===== src/rtl/mem_access_unit.sv =====
// Memory access unit: LOAD / STORE / byte COPY sequencer driving a data memory
// with a combinational read port. Every output is a flop.
module mem_access_unit #(
  parameter int ADDR_W = 7,
  parameter int DATA_W = 8
) (
  input  logic              clk,
  input  logic              rst_n,
  input  logic              req_valid,
  output logic              req_ready,
  input  logic [1:0]        req_op,
  input  logic [ADDR_W-1:0] req_addr,
  input  logic [ADDR_W-1:0] req_dst,
  input  logic [ADDR_W-1:0] req_len,
  input  logic [DATA_W-1:0] req_wdata,
  output logic              resp_valid,
  output logic [DATA_W-1:0] resp_data,
  output logic              resp_err,
  output logic [ADDR_W-1:0] mem_addr,
  output logic              mem_rd,
  output logic              mem_wr,
  output logic [DATA_W-1:0] mem_wdata,
  input  logic [DATA_W-1:0] mem_rdata
);

  typedef enum logic [2:0] {IDLE, LD_RD, ST_WR, CP_RD, CP_WR, RESP} state_t;

  localparam logic [1:0]        OP_LOAD  = 2'b00;
  localparam logic [1:0]        OP_STORE = 2'b01;
  localparam logic [1:0]        OP_COPY  = 2'b10;
  localparam logic [ADDR_W-1:0] ONE      = ADDR_W'(1);

  state_t              state_q, state_d;
  logic [ADDR_W-1:0]   src_q, src_d, dst_q, dst_d, len_q, len_d, cnt_q, cnt_d;
  logic [DATA_W-1:0]   wdata_q, wdata_d, hold_q, hold_d;
  logic                req_ready_q, req_ready_d, resp_valid_q, resp_valid_d;
  logic                resp_err_q, resp_err_d;
  logic [DATA_W-1:0]   resp_data_q, resp_data_d, mem_wdata_q, mem_wdata_d;
  logic                mem_rd_q, mem_rd_d, mem_wr_q, mem_wr_d;
  logic [ADDR_W-1:0]   mem_addr_q, mem_addr_d;

  // Outputs are computed for the state being entered, so they are valid
  // throughout the cycle spent in that state.
  always_comb begin
    state_d     = state_q;
    src_d       = src_q;
    dst_d       = dst_q;
    len_d       = len_q;
    cnt_d       = cnt_q;
    wdata_d     = wdata_q;
    hold_d      = hold_q;
    resp_data_d = resp_data_q;
    resp_err_d  = resp_err_q;
    mem_rd_d    = 1'b0;
    mem_wr_d    = 1'b0;
    mem_addr_d  = '0;
    mem_wdata_d = '0;

    case (state_q)
      IDLE: begin
        if (req_valid && req_ready_q) begin
          src_d   = req_addr;
          dst_d   = req_dst;
          len_d   = req_len;
          wdata_d = req_wdata;
          cnt_d   = '0;
          case (req_op)
            OP_LOAD: begin
              state_d    = LD_RD;
              mem_rd_d   = 1'b1;
              mem_addr_d = req_addr;
            end
            OP_STORE: begin
              state_d     = ST_WR;
              mem_wr_d    = 1'b1;
              mem_addr_d  = req_addr;
              mem_wdata_d = req_wdata;
            end
            OP_COPY: begin
              if (req_len == '0) begin
                state_d     = RESP;
                resp_data_d = '0;
                resp_err_d  = 1'b0;
              end else begin
                state_d    = CP_RD;
                mem_rd_d   = 1'b1;
                mem_addr_d = req_addr;
              end
            end
            default: begin
              state_d     = RESP;
              resp_data_d = '0;
              resp_err_d  = 1'b1;
            end
          endcase
        end
      end
      LD_RD: begin
        state_d     = RESP;
        resp_data_d = mem_rdata;
        resp_err_d  = 1'b0;
      end
      ST_WR: begin
        state_d     = RESP;
        resp_data_d = wdata_q;
        resp_err_d  = 1'b0;
      end
      CP_RD: begin
        state_d     = CP_WR;
        hold_d      = mem_rdata;
        mem_wr_d    = 1'b1;
        mem_addr_d  = dst_q + cnt_q;
        mem_wdata_d = mem_rdata;
      end
      CP_WR: begin
        if (cnt_q == len_q - ONE) begin
          state_d     = RESP;
          resp_data_d = hold_q;
          resp_err_d  = 1'b0;
        end else begin
          state_d    = CP_RD;
          cnt_d      = cnt_q + ONE;
          mem_rd_d   = 1'b1;
          mem_addr_d = src_q + cnt_q + ONE;
        end
      end
      RESP:    state_d = IDLE;
      default: state_d = IDLE;
    endcase

    req_ready_d  = (state_d == IDLE);
    resp_valid_d = (state_d == RESP);
  end

  always_ff @(posedge clk or negedge rst_n) begin
    if (!rst_n) begin
      state_q      <= IDLE;
      src_q        <= '0;
      dst_q        <= '0;
      len_q        <= '0;
      cnt_q        <= '0;
      wdata_q      <= '0;
      hold_q       <= '0;
      req_ready_q  <= 1'b1;
      resp_valid_q <= 1'b0;
      resp_data_q  <= '0;
      resp_err_q   <= 1'b0;
      mem_rd_q     <= 1'b0;
      mem_wr_q     <= 1'b0;
      mem_addr_q   <= '0;
      mem_wdata_q  <= '0;
    end else begin
      state_q      <= state_d;
      src_q        <= src_d;
      dst_q        <= dst_d;
      len_q        <= len_d;
      cnt_q        <= cnt_d;
      wdata_q      <= wdata_d;
      hold_q       <= hold_d;
      req_ready_q  <= req_ready_d;
      resp_valid_q <= resp_valid_d;
      resp_data_q  <= resp_data_d;
      resp_err_q   <= resp_err_d;
      mem_rd_q     <= mem_rd_d;
      mem_wr_q     <= mem_wr_d;
      mem_addr_q   <= mem_addr_d;
      mem_wdata_q  <= mem_wdata_d;
    end
  end

  assign req_ready  = req_ready_q;
  assign resp_valid = resp_valid_q;
  assign resp_data  = resp_data_q;
  assign resp_err   = resp_err_q;
  assign mem_addr   = mem_addr_q;
  assign mem_rd     = mem_rd_q;
  assign mem_wr     = mem_wr_q;
  assign mem_wdata  = mem_wdata_q;

endmodule


===== config.mk =====
export PLATFORM = sky130hd
export DESIGN_NAME = mem_access_unit
export DESIGN_NICKNAME = d
export VERILOG_FILES = /design/src/rtl/mem_access_unit.sv
export SDC_FILE = /design/constraint.sdc
export NUM_CORES = 1
export LEC_CHECK = 0
export CAP_MARGIN = 20
export CORE_MARGIN = 2
export CORE_UTILIZATION = 52
export CTS_CLUSTER_SIZE = 8
export DETAILED_ROUTE_END_ITERATION = 10
export GPL_ROUTABILITY_DRIVEN = 0
export HOLD_SLACK_MARGIN = 0.05
export PLACE_DENSITY_LB_ADDON = 0.25
export SLEW_MARGIN = 30
export SYNTH_ARGS = -nofsm -noshare
export SYNTH_HDL_FRONTEND = slang
export SYNTH_SLANG_ARGS = --single-unit

===== constraint.sdc =====
create_clock -name clk -period 3.4 [get_ports clk]
set_input_delay 1.02 -clock clk [delete_from_list [all_inputs] [get_ports clk]]
set_output_delay 1.02 -clock clk [all_outputs]
set_load 0.02 [all_outputs]

==> impl.org, run 1 <==
** Status
- Run status :: complete, no violations

** Drt
- Wires add up to 8750 µm.
- The routed layout has 3164 vias.
- Total DRC errors in the routed layout :: 0
- Routed Antenna Nets :: 0
- The first TritonRoute pass finished after 4 iterations.
- In the final routed layout, each cell accounts on average for 14.9 µm.
- Average vias per placed instance :: 5.39
- The first routing iteration left 176 violations.

** Logic synthesis
- Of all flip-flops after synthesis, the portion carrying an async set or reset was 100%.
- Total number of yosys warnings :: 0
- Largest family of logic cells by synthesized area :: simple AND/OR/NAND/NOR gates
- Number of distinct library cells after synthesis :: 48
- Area share of xor/xnor cells in the synthesized design :: 4.41%
- Post-Synthesis Mean Instance Area :: 9.17 µm²
- Mux cell area share after synthesis :: 3.71%
- Synthesis-stage register bit count :: 75
- Synthesis handed over a netlist of 412 instances.
- Sequential element share of the synthesized area :: 49.7%
- Syn_nets :: 470
- Post-synthesis simple-gate area fraction :: 22.6%
- Cell area after technology mapping :: 0.00378 mm²
- Number of enable flip-flop cells after synthesis :: 0
- Post-synthesis compound-gate area fraction :: 10.9%
- Summing the areas of all fa, ha and maj instances in the mapped netlist gives 5.70% of the synthesized area.
- For this run, the leading register cell type out of synthesis is dfrtp_1.

** Global route
- The number of antenna violations at the first check in global routing was 0.
- Via count of the first global-routing pass :: 3032
- Residual overflow from global routing :: 0
- Entering global routing, the biggest net connects 76 pins.
- Tot GR Track Use :: 23.6%
- The first global-routing pass estimated 14200 µm of wire.

** Clocking
- Worst skew pair latency :: 360 ps
- The longest clock path from root to sink contains 2 buffers.
- Once the clock tree was built, the resizer swapped 0 gates to a different size.
- Number of clock sinks seen by CTS :: 75
- Buffer type at the clock tree root :: clkbuf_8
- In this run, CTS created clock tree buffers numbering 9.
- TritonCTS built the clock tree.
- In this run, post-CTS hold repair placed 0 buffers.
- After clock tree synthesis, the setup repair step added 0 buffers.
- CTS built an H-tree with a depth of 3.
- After clock tree synthesis, the clock-pin slew on the worst setup and hold paths is 90 ps.

** Critical path
- STA classifies the critical path startpoint as an input pin.
- Type of element capturing the critical path :: flip-flop
- In this run the worst path has a maximum fanout of 10.
- FF-to-FF setup slack :: 440 ps
- On the critical path, the stage with the largest delay is an instance of or4_1.
- CP cell instances :: clkdlybuf4s50_1 > or4_1 > nor4_1 > buf_4 > o21a_1 > a21oi_1 > nor3_4 > buf_12 > mux2_2
- Number of cells traversed by the worst register-to-register path :: 9
- Buffers plus inverters on the worst setup path :: 3
- Reg2Reg Launch Point :: len_q[0]
- Startpoint-to-endpoint class of the critical path :: input pin to flip-flop
- In this run the worst setup path terminates at resp_data[4].
- For the worst setup path, the data required time is 3650 ps.
- The critical path starts at req_len[2].
- On the worst path, the slowest cell contributes a delay of 510 ps.
- In this run the critical register-to-register path is captured at resp_data[4].
- Among cell families on the critical path, the largest total delay comes from simple AND/OR/NAND/NOR gates.
- Counting buffers and inverters, the worst setup path is 9 cells deep.
- WP data arrival :: 3230 ps

** STA
- The number of pins exceeding their max-slew limit in the final report is 0.
- Across the routed clock network, the largest skew measured is 9.96 ps.
- For the pin with the worst max-slew slack, the measured transition is 834 ps.
- Derived from the worst setup path, the maximum achievable clock frequency is 335 MHz.
- Of the available clock period, the critical path in the final layout requires 87.8%.
- Across all hold checks on the routed design, the worst slack comes to 486 ps.
- Adding up every negative setup slack in the final design gives 0 ps.
- Headroom to the max-slew limit came out at 44.3%.
- Setup repair after global routing left no endpoint under its margin.
- The final count of hold timing violations was 0.
- Number of failing setup endpoints in the final timing report :: 0
- Final critical-path required period :: 2980 ps

** Pwr
- In this run the power density over the cells is 923 mW/mm².
- Comb power frac :: 46.9%
- Sequential cells burn 35.2% of the power.
- Internal power comes to 2.65 mW.
- For this design the total switching power over the nets is 1.81 mW.
- IR analysis of the VDD net gives a maximum drop of 0.000629 V.
- In this run switching power makes up 40.6% of total power.
- The clock network burns 17.9% of the power.
- The analysis attributes to cell leakage a power of 2.34 nW.

** Final layout
- # fillers :: 593
- Fraction of layout cells with a size suffix above 1 :: 7.58%
- The library cell used most frequently in the layout, excluding fill and tap cells, is nand2_1.
- Synthesis-to-layout area growth :: 27.8%
- Count of inserted antenna diode cells :: 0
- Post-layout net count :: 541
- Post-Layout Inst Area :: 0.00483 mm²
- Top library cells by usage in the layout, fill and taps aside :: nand2_1, dfrtp_1, clkdlybuf4s50_1, o21ai_0

** Floorplanning
- Initial standard-cell utilization of the core :: 52.9%
- Measured along the y axis, the die boundary spans 89.2 µm.
- The floorplan has 31 rows.
- The die covers 0.00796 mm².
- In this run the standard cell core region covers 0.00714 mm².
- Die Wd :: 89.2 µm
- Boundary Pins :: 70

** Place
- Instance area at placement :: 0.00459 mm²
- Once detailed placement completed, the half-perimeter wirelength came to 6080 µm.
- Port buffering added 69 buffers.

** Run
- Max Cap Viol :: 0

** Hold path
- The tightest min-delay check is of the flip-flop to flip-flop type.
## flip-flops by register name, indices dropped and copies added, names as in the netlist
signal,cells
cnt_q,7
dst_q,7
hold_q,8
len_q,7
mem_addr,7
mem_rd,1
mem_wdata,8
mem_wr,1
req_ready,1
resp_data,8
resp_err,1
resp_valid,1
src_q,7
state_q,3
wdata_q,8
## area by class of cell
class                           instances  area [µm²]  share of cell area [%]
Timing Repair Buffer                   76         757                    15.7
Inverter                               14        52.6                    1.09
Tap cell                               99         124                    2.57
Multi-Input combinational cell        307        1790                    37.0
Clock buffer                            9         124                    2.57
Sequential cell                        75        1880                    38.9
Clock inverter                          7         104                    2.15
## tightest hold or removal path, stage by stage (launching register included)
cell and delay, ps:
dfrtp_1 350, nand2_1 50, nand2_1 60
## worst min-delay path by stage
stage | slack, ps | cells past startpoint | endpoint | from
2_1_floorplan | 450 | 2 | hold_q[0] | hold_q[0]
5_1_grt | 500 | 2 | dst_q[2] | dst_q[2]
3_3_place_gp | 460 | 2 | hold_q[7] | hold_q[7]
6_report | 490 | 2 | hold_q[7] | hold_q[7]
4_1_cts | 490 | 2 | wdata_q[5] | wdata_q[5]
3_5_place_dp | 460 | 2 | hold_q[7] | hold_q[7]
## cell usage after synthesis, types with 4 or more instances
| library cell | count | area (µm²) |
|---|---|---|
| ha_1 | 14 | 175 |
| inv_1 | 14 | 52.6 |
| clkbuf_1 | 13 | 48.8 |
| a21oi_1 | 10 | 50.1 |
| nor3_1 | 4 | 20.0 |
| mux2_2 | 6 | 67.6 |
| nand2_1 | 148 | 556 |
| xnor2_1 | 12 | 105 |
| xor2_1 | 7 | 61.3 |
| mux2i_1 | 5 | 50.1 |
| nand3_1 | 4 | 20.0 |
| nor2b_1 | 9 | 56.3 |
| nand4_1 | 4 | 25.0 |
| o21ai_0 | 22 | 110 |
| dfrtp_1 | 74 | 1850 |
| nor2_1 | 10 | 37.5 |
| a22oi_1 | 12 | 90.1 |
## power groups by stage
stage	clock (mW)	combinational, mW	sequential, mW
after floorplan	0	1.37	1.59
after global placement	0	1.99	1.56
after detailed placement	0	2.07	1.58
after CTS	0.807	2.09	1.57
after global routing	0.841	2.34	1.62
final	0.798	2.09	1.57
## per-layer routing
| metal | global-route usage, % | vias up | wire (µm) |
|---|---|---|---|
| met5 | 0 | - | 0 |
| met1 | 33.1 | 1520 | 3900 |
| met4 | 9.50 | 0 | 133 |
| met2 | 37.2 | 103 | 4230 |
| met3 | 3.32 | 13 | 479 |
| li1 | - | 1528 | - |
## cell families (layout without fill, tap and decap cells)
kind of cell / count (synthesis) / in the layout
and+or+nand+nor: 195 / 195
DFF: 75 / 75
AOI/OAI and AO/OA: 64 / 64
buffers and inverters: 30 / 106
xor gates and xnor gates: 19 / 19
adders and majority gates: 16 / 16
muxes: 13 / 13
## through the flow
stage,utilization [%],power [mW],setup WS (ps),cells
2_1_floorplan,-,2.96,554,412
5_1_grt,67.6,4.80,281,587
3_5_place_dp,64.4,3.65,51.6,571
6_report,67.6,4.45,416,587
4_1_cts,67.6,4.46,428,587
3_3_place_gp,64.4,3.55,80.3,571
Power figures use the tool's default switching activity.
==> run 2, diff against run 1 <==
--- a/config.mk
+++ b/config.mk
@@ -6,8 +6,9 @@
 export NUM_CORES = 1
 export LEC_CHECK = 0
 export CAP_MARGIN = 20
-export CORE_MARGIN = 2
+export CORE_MARGIN = 3
 export CORE_UTILIZATION = 52
+export CTS_CLUSTER_DIAMETER = 40
 export CTS_CLUSTER_SIZE = 8
 export DETAILED_ROUTE_END_ITERATION = 10
 export GPL_ROUTABILITY_DRIVEN = 0
==> run 2 against run 1 <==
Hold slack worse by 6.8 ps. Wire length up 0.90%. Die area up 4.5%. Core utilization up 1.7 points. Highest routed layer unchanged. Clock-buffer cell count up 1. Register-to-register slack better by 130 ps.
==> impl.org, run 2 (synthesis gave the netlist of run 1 again) <==
** Clocking
- # resized after CTS :: 0 (unchanged)
- Total CTS buffers :: 9 (unchanged)
- The sink count of the clock tree was 75 (unchanged).
- Count of hold buffers inserted by post-cts repair :: 0 (unchanged)
- CTS tree :: done (unchanged)
- The clock root buffer is clkbuf_8 (unchanged).
- Post-CTS setup buffer count :: 0 (unchanged)
- Level count of the clock H-tree :: 3 (unchanged)
- The insertion delay of the later-clocked pin in the worst-skew pair is 340 ps (was 360 ps).
- The deepest clock path buffer count is 2 (unchanged).
- The CTS clock-pin slew for the worst setup and hold paths was 80 ps (was 90 ps).

** Floorplanning
- Boundary Pins :: 70 (unchanged)
- Area of the core :: 0.00691 mm² (was 0.00714 mm²)
- The total die area was 0.00832 mm² (was 0.00796 mm²).
- The cell row count was 30 (was 31).
- Vertical die dimension :: 91.2 µm (was 89.2 µm)
- Initial standard-cell utilization of the core :: 54.7% (was 52.9%)
- The horizontal die dimension came to 91.2 µm (was 89.2 µm).

** Drt
- The number of DRC markers in iteration 0 came to 144 (was 176).
- The total DRC errors in the routed layout came to 0 (unchanged).
- Vias :: 3146 (was 3164)
- The mean routed wirelength per cell was 15.1 µm (was 14.9 µm).
- The wire length reported by the detailed router is 8830 µm (was 8750 µm).
- The iteration count of the initial detailed-routing pass is 8 (was 4).
- Routed Antenna Nets :: 0 (unchanged)
- The routed via count divided by cell count was 5.39 (about the same).

** Final layout
- Count of placed standard cells in the final layout, fillers left out :: 584 (was 587)
- Post-layout net count :: 542 (was 541)
- Top library cells by usage in the layout, fill and taps aside: nand2_1, dfrtp_1, clkdlybuf4s50_1, o21ai_0 (unchanged).
- The area growth from synthesis to layout is 26.7% (was 27.8%).
- Count of inserted antenna diode cells :: 0 (unchanged)
- Area of the multi-input gates :: 0.00179 mm² (unchanged)
- Fraction of layout cells with a size suffix above 1 :: 7.38% (was 7.58%)
- # fillers :: 582 (was 593)
- Core occupancy in the finished layout :: 69.3% (was 67.6%)
- Area taken by flip-flops and latches :: 0.00188 mm² (unchanged)
- The final instance area is 0.00478 mm² (was 0.00483 mm²).
- Commonest non-fill, non-tap cell in the layout :: nand2_1 (unchanged)

** Global route
- Residual overflow from global routing :: 0 (unchanged)
- The pin count of the biggest net entering global routing is 76 (unchanged).
- Number of antenna violations at the first check in global routing :: 0 (unchanged)
- Met1 usage :: 30.0% (was 33.1%)
- The total global-route track usage came to 21.9% (was 23.6%).
- Wire length of the first global-routing pass :: 14500 µm (was 14200 µm)
- Met3 routing resource usage after global routing :: 4.06% (was 3.32%)
- Met2 demand-to-capacity share in global routing :: 34.5% (was 37.2%)
- Most congested layer reported by global routing :: met2 (unchanged)
- The via count of the first global-routing pass was 2988 (was 3032).

** Critical path
- Worst EP required :: 3630 ps (was 3650 ps)
- The critical register-to-register path endpoint is resp_data[1] (was resp_data[4]).
- The critical path start-end classification was input pin to flip-flop (unchanged).
- The startpoint type of the worst setup path is an input pin (unchanged).
- WP data arrival :: 3280 ps (was 3230 ps)
- The number of cells on the worst reg-to-reg path came to 9 (unchanged).
- Type of element capturing the critical path :: flip-flop (unchanged)
- FF-to-FF setup slack :: 570 ps (was 440 ps)
- The critical-path maximum fanout came to 10 (unchanged).
- Reg2Reg Launch Point :: len_q[0] (unchanged)

** Hold path
- The worst hold path cell count came to 2 (unchanged).
- Source of the worst hold timing path :: wdata_q[5] (was hold_q[7])
- The end of the worst hold path was wdata_q[5] (was hold_q[7]).
- The path category of the worst min-delay check is flip-flop to flip-flop (unchanged).

** STA
- The final count of hold timing violations is 0 (unchanged).
- The worst hold margin is 479 ps (was 486 ps).
- The final setup violation count is 0 (unchanged).
- Portion of the clock cycle consumed by the worst path in the final layout :: 89.6% (was 87.8%)
- The worst relative slew slack is 36.6% (was 44.3%).
- The number of pins exceeding their max-slew limit in the final report was 0 (unchanged).
- The worst setup skew after layout was 6.35 ps (was 9.96 ps).
- RSZ-0062 raised after global routing :: no (unchanged)
- Final critical-path required period :: 3050 ps (was 2980 ps)
- The final total negative setup slack came to 0 ps (unchanged).
- Highest clock frequency the design can meet :: 328 MHz (was 335 MHz)
- The measured slew at the worst slew-check pin came to 949 ps (was 834 ps).

** Place
- The number of placed cells counting well taps came to 569 (was 571).
- The detailed-placement wirelength estimate is 6030 µm (was 6080 µm).
- Instance area at placement :: 0.00460 mm² (was 0.00459 mm²)
- Count of input and output buffers :: 69 (unchanged)

** Run
- Max Cap Viol :: 0 (unchanged)

** Pwr
- Power per cell area :: 902 mW/mm² (was 923 mW/mm²)
- The peak supply drop came to 0.000441 V (was 0.000629 V).
- The standby leakage power was 2.32 nW (was 2.34 nW).

** Status
- Run status: complete, no violations (unchanged).
## run 2: cell count changes in the layout (fill, tap and decap cells not counted)
| cell | previous run | this run |
|---|---|---|
| inv_6 | 5 | 0 |
| buf_4 | 6 | 7 |
| clkbuf_1 | 0 | 1 |
| clkinv_2 | 0 | 2 |
| bufinv_16 | 2 | 1 |
| clkinvlp_4 | 0 | 2 |
## run 2: final cells by class
| type | count | area share, % |
|---|---|---|
| timing repair buffer | 77 | 16.0 |
| tap | 96 | 2.51 |
| clock inverter | 5 | 1.15 |
| inverter | 14 | 1.10 |
| clock buffer | 10 | 2.67 |
| sequential | 75 | 39.3 |
| multi-input combinational | 307 | 37.3 |
## run 2: per-layer routing
metal	part of all wire, %	wire (µm)
met1	44	3930
met2	48	4220
met3	6.3	555
met4	1.4	125
met5	0	0
## run 2: stage by stage
| step | total power [mW] | setup slack, ps |
|---|---|---|
| floorplan | 2.96 | 554 |
| CTS | 4.32 | 363 |
| detailed placement | 3.66 | -7.14 |
| global route | 4.65 | 188 |
| finish | 4.32 | 353 |
| global placement | 3.56 | 110 |
## run 2: power by group
group	total (mW)	internal, mW	switching, mW	leakage, nW
clock	0.663	0.333	0.330	0.0881
combinational	2.09	0.977	1.11	1.27
sequential	1.57	1.25	0.314	0.963
## run 2: worst max-delay path, stage by stage
cell and delay (ps):
clkdlybuf4s50_1 420, or4_1 520, nor4_1 240, buf_4 190, o21a_1 140, a21oi_1 100, nor3_4 160, buf_12 160
mux2_2 330
## run 2: how the worst max path moves through the flow
stage,from,endpoint,slack [ps],cells past startpoint
2_1_floorplan,req_len[2],resp_data[0],550,6
4_1_cts,req_len[2],resp_data[2],360,9
3_5_place_dp,req_len[2],resp_data[5],-7,9
3_3_place_gp,req_len[2],resp_data[0],110,9
5_1_grt,req_len[2],resp_data[2],190,9
6_report,req_len[2],resp_data[1],350,9
